File: src/rtl/main_mem_port.sv
// main_mem_port: in-order store queue with load forwarding in front of a single-port synchronous word RAM
module main_mem_port #(
  parameter int ADDR_W = 16,
  parameter int SQ_DEPTH = 4,
  parameter int RAM_LATENCY = 2
) (
  input  logic                      clk,
  input  logic                      reset,
  input  logic                      main_mem_in_valid,
  input  logic [31:0]               main_mem_in_addr,
  input  logic [31:0]               main_mem_in_data,
  output logic                      main_mem_in_ready,
  input  logic                      main_mem_out_valid,
  input  logic [31:0]               main_mem_out_addr,
  output logic                      main_mem_out_ready,
  output logic [31:0]               main_mem_out_data,
  output logic                      ram_en,
  output logic                      ram_we,
  output logic [ADDR_W-1:0]         ram_addr,
  output logic [31:0]               ram_wdata,
  input  logic [31:0]               ram_rdata,
  output logic [$clog2(SQ_DEPTH):0] sq_count
);
  localparam int PW = $clog2(SQ_DEPTH);
  localparam int QW = PW + 1;
  localparam int CW = $clog2(RAM_LATENCY + 1);
  typedef enum logic [2:0] {IDLE, ISSUE, WAIT, RESP, TURN} state_t;
  state_t state;
  logic [PW-1:0] head, tail, idx;
  logic [CW-1:0] cnt;
  logic [ADDR_W-1:0] sq_addr [SQ_DEPTH];
  logic [31:0] sq_data [SQ_DEPTH];
  logic [ADDR_W-1:0] st_word, ld_word;
  logic [31:0] fwd;
  logic hit, accept, issue, enq, drain, done, unused_addr;
  assign st_word = main_mem_in_addr[ADDR_W+1:2];
  assign ld_word = main_mem_out_addr[ADDR_W+1:2];
  assign unused_addr = ^{main_mem_in_addr[31:ADDR_W+2], main_mem_in_addr[1:0],
                         main_mem_out_addr[31:ADDR_W+2], main_mem_out_addr[1:0]};
  assign accept = state == IDLE && main_mem_out_valid;
  assign issue = accept && !hit;
  assign drain = sq_count != '0 && !issue;
  assign enq = main_mem_in_valid && !main_mem_in_ready && sq_count != QW'(SQ_DEPTH) && !accept;
  assign done = state == WAIT && cnt == CW'(RAM_LATENCY - 1);
  always_comb begin
    hit = 1'b0;
    fwd = '0;
    idx = head;
    for (int i = 0; i < SQ_DEPTH; i++) begin
      idx = head + PW'(i);
      if (QW'(i) < sq_count && sq_addr[idx] == ld_word) begin
        hit = 1'b1;
        fwd = sq_data[idx];
      end
    end
  end
  always_ff @(posedge clk or negedge reset) begin
    if (!reset) begin
      state <= IDLE;
      cnt <= '0;
      head <= '0;
      tail <= '0;
      sq_count <= '0;
      main_mem_in_ready <= 1'b0;
      main_mem_out_ready <= 1'b0;
      main_mem_out_data <= '0;
      ram_en <= 1'b0;
      ram_we <= 1'b0;
      ram_addr <= '0;
      ram_wdata <= '0;
    end else begin
      state <= issue ? ISSUE : accept ? RESP : state == ISSUE ? WAIT : done ? RESP :
               state == RESP ? TURN : state == TURN ? IDLE : state;
      cnt <= state == WAIT ? cnt + CW'(1) : '0;
      head <= head + PW'(drain);
      tail <= tail + PW'(enq);
      sq_count <= sq_count + {{PW{1'b0}}, enq} - {{PW{1'b0}}, drain};
      main_mem_in_ready <= enq;
      main_mem_out_ready <= (accept && hit) || done;
      main_mem_out_data <= accept && hit ? fwd : done ? ram_rdata : main_mem_out_data;
      ram_en <= issue || drain;
      ram_we <= drain;
      ram_addr <= issue ? ld_word : drain ? sq_addr[head] : ram_addr;
      ram_wdata <= drain ? sq_data[head] : ram_wdata;
    end
  end
  always_ff @(posedge clk) begin
    if (enq) begin
      sq_addr[tail] <= st_word;
      sq_data[tail] <= main_mem_in_data;
    end
  end
endmodule

File: config.mk
export PLATFORM = sky130hd
export DESIGN_NAME = main_mem_port
export DESIGN_NICKNAME = d
export VERILOG_FILES = /design/src/rtl/main_mem_port.sv
export SDC_FILE = /design/constraint.sdc
export NUM_CORES = 1
export LEC_CHECK = 0
export CAP_MARGIN = 20
export CORE_MARGIN = 2
export CORE_UTILIZATION = 54
export DETAILED_ROUTE_END_ITERATION = 10
export GPL_TIMING_DRIVEN = 0
export PLACE_DENSITY = 0.85
export SYNTH_ARGS = -nofsm -noshare
export SYNTH_HDL_FRONTEND = slang
export SYNTH_SLANG_ARGS = --single-unit
export TNS_END_PERCENT = 10
File: constraint.sdc
create_clock -name clk -period 5.77 [get_ports clk]
set_input_delay 1.154 -clock clk [delete_from_list [all_inputs] [get_ports clk]]
set_output_delay 1.154 -clock clk [all_outputs]
set_load 0.02 [all_outputs]
==> results.yml <==
outcome:
  status: "completed"
floorplanning:
  start_util: 0.549
  dieHeight_um: 178
  pin_count: 219
  fp.dieW_um: 178
  core.rowCount: 63
  design.core.area_mm2: 0.0297
  dieArea_mm2: 0.0316
cts:
  tritoncts: "yes"
  clock-root-buffer: "clkbuf_16"
  postCtsSetupBuffers: 0
  cts_max_level: 1
  hold_buffers: 0
  worstSkewPairLatency_ns: 0.57
  clockBufferDepth: 3
  clock-sinks: 288
  cts_resized: 0
  cts_buffers: 31
  clkTransAtPathRegs_ns: 0.06
final_layout:
  syn_to_final_growth_pct: 21.1
  diodes: 0
  fin_util: 0.665
  drive_gt1_frac: 0.135
  mostFrequentLayoutCells: "edfxtp_1, clkdlybuf4s50_1, mux2i_1, nand2_1, o21ai_0"
  fin_nets: 1727
  mostFrequentLayoutCell: "edfxtp_1"
detailed_routing:
  wl_per_cell_um: 27.0
  via_per_inst: 6.85
  detail-route-antenna-nets: 0
  first_pass_iters: 10
  num_vias: 13700
  drc: 0
  routed_wl_mm: 54.1
  drt_iter0_markers: 2078
sta:
  fin_crit_ns: 5.00
  totalNegativeSetupSlack_ns: 0
  setup_viol: 0
  skew_ns: 0.0224
  period_share: 0.866
  maxSlewViolCount: 0
  relSlewSlack: 0.296
  hold_violations: 0
  fmax_mhz: 200
  max_slew.worst_pin.slew_ns: 1.06
  whs_ns: 0.445
  rsz0062_at_grt: "false"
  setup_ws_ns: 0.774
synthesis:
  synth-seq-cells: 288
  synth_warnings: 0
  ys.flop_type: "edfxtp_1"
  postSynth.asyncResetShare: 0.333
  syn_area_mm2: 0.0163
  synth.net_count: 1509
  avgSynthCellArea_um2: 11.9
  ys_types: 57
  seq_area_frac_synth: 0.500
  syn-instance-count: 1369
  synth_edf_count: 192
grt:
  antenna_found_initial: 0
  grt_max_degree: 55
  grt_first_pass_wirelength_mm: 80.5
  grt_usage: 0.341
  overflow: 0
  grt_pass1_vias: 13600
power_and_ir_drop:
  p_seq_frac: 0.287
  swShare: 0.414
  p_leak_nw: 7.33
  vdd.ir_drop.worst_mv: 0.366
  finalPower_mw: 11.0
  p_int_mw: 6.46
  comb_power_share: 0.531
  power_frac_clock: 0.182
  power_switching_mw: 4.56
  power_density_mw_per_mm2: 557
worst_hold_path:
  hold_path_class: "reg -> reg"
  min_from: "cnt[0]"
  holdPathEnd: "cnt[0]"
  whs_path_depth: 1
critical_path:
  reg2reg_to: "sq_count[2]"
  cp-end-kind: "register"
  r2r_slack_ns: 0.77
  cp-start-kind: "register"
  crit_fanout: 10
  required_ns: 6.23
  timing.rr.start: "head[1]"
  worst_r2r_path_depth: 18
  crit_arrival_ns: 5.45
  crit_type: "reg -> reg"
placed_design:
  place_ws_ns: 0.632
  gp_congestion: 0.931
  place.port_buffers: 170
  dp_hpwl_mm: 37.9
flow_run:
  cap_violations: 0
## sequential cells by signal, summed over array words and instances, names as in the netlist, 2 cells and up
signal	cells
sq_addr	64
sq_count	3
tail	2
sq_data	128
main_mem_out_data	32
cnt	2
ram_addr	16
head	2
ram_wdata	32
state	3
## critical path, cell delays in order, from the launching register on
cell	delay [ns]
dfrtp_1	0.32
buf_2	0.25
buf_6	0.23
buf_4	0.25
buf_2	0.42
mux4_2	0.41
xor2_1	0.17
nor4_1	0.38
nand4b_1	0.42
nand4b_2	0.42
nand2_4	0.19
buf_6	0.21
inv_1	0.14
ha_1	0.26
inv_1	0.07
ha_1	0.15
inv_1	0.05
fa_1	0.37
xor2_1	0.16
## cell usage after synthesis (15+ instances only)
library cell	count	area, µm²
xnor2_1	38	333
nand2_1	139	522
edfxtp_1	192	5770
a211o_1	32	280
mux4_2	39	878
dfrtp_1	96	2400
o221ai_1	33	289
a21o_1	20	150
mux2_2	53	597
nor3_1	51	255
a31oi_1	37	231
a21oi_1	21	105
clkbuf_1	73	274
xor2_1	32	280
buf_6	15	169
mux2_1	32	360
nor2_1	56	210
a32o_1	32	320
mux2i_1	143	1430
nor3b_1	21	158
buf_2	24	120
o21ai_0	99	495
## metrics by stage
step	instances	instance area [µm²]
final	2000	19800
after global routing	2000	19800
after CTS	2000	19800
after detailed placement	1944	18800
after global placement	1929	18500
after floorplan	1369	16300
## power groups by stage
stage / Combinational, mW / Sequential [mW] / Clock, mW
floorplan: 3.27 / 3.50 / 0
global placement: 5.49 / 3.20 / 0
detailed placement: 5.67 / 3.18 / 0
CTS: 5.71 / 3.15 / 2.00
global route: 6.14 / 3.22 / 2.08
finish: 5.85 / 3.16 / 2.01
## worst max-delay path by stage
stage	start	endpoint	slack, ns
2_1_floorplan	main_mem_out_valid	sq_addr[2][0]	0.11
3_3_place_gp	main_mem_out_valid	sq_data[2][15]	-4.12
3_5_place_dp	main_mem_out_addr[15]	sq_count[2]	0.63
4_1_cts	head[1]	sq_count[2]	0.88
5_1_grt	head[1]	sq_count[2]	0.72
6_report	head[1]	sq_count[2]	0.77
## area by class of cell
class | count | area [µm²]
fill | 2184 | 9940
sequential | 288 | 8170
multi-input combinational | 944 | 7500
timing repair buffer | 185 | 1910
clock buffer | 48 | 930
buffer | 125 | 634
tap | 390 | 488
clock inverter | 8 | 91.3
inverter | 12 | 45.0
## routing by layer
| metal | global-route usage | wire (µm) | vias up |
|---|---|---|---|
| li1 | - | - | 5647 |
| met1 | 0.470 | 20500 | 6637 |
| met2 | 0.508 | 23700 | 1173 |
| met3 | 0.0805 | 7140 | 233 |
| met4 | 0.164 | 2730 | 0 |
| met5 | 0 | 0 | - |
## cell families after synthesis
| kind of cell | count (synthesis) | synth area share |
|---|---|---|
| XOR/XNOR | 70 | 0.0376 |
| multiplexers | 267 | 0.200 |
| AND/OR/NAND/NOR | 309 | 0.0886 |
| flip-flops | 288 | 0.500 |
| adder cells (fa/ha/maj) | 8 | 0.00659 |
| buffers and inverters | 137 | 0.0416 |
| AO/OA/AOI/OAI | 290 | 0.125 |
No activity file was read; power rests on OpenSTA's default activity.
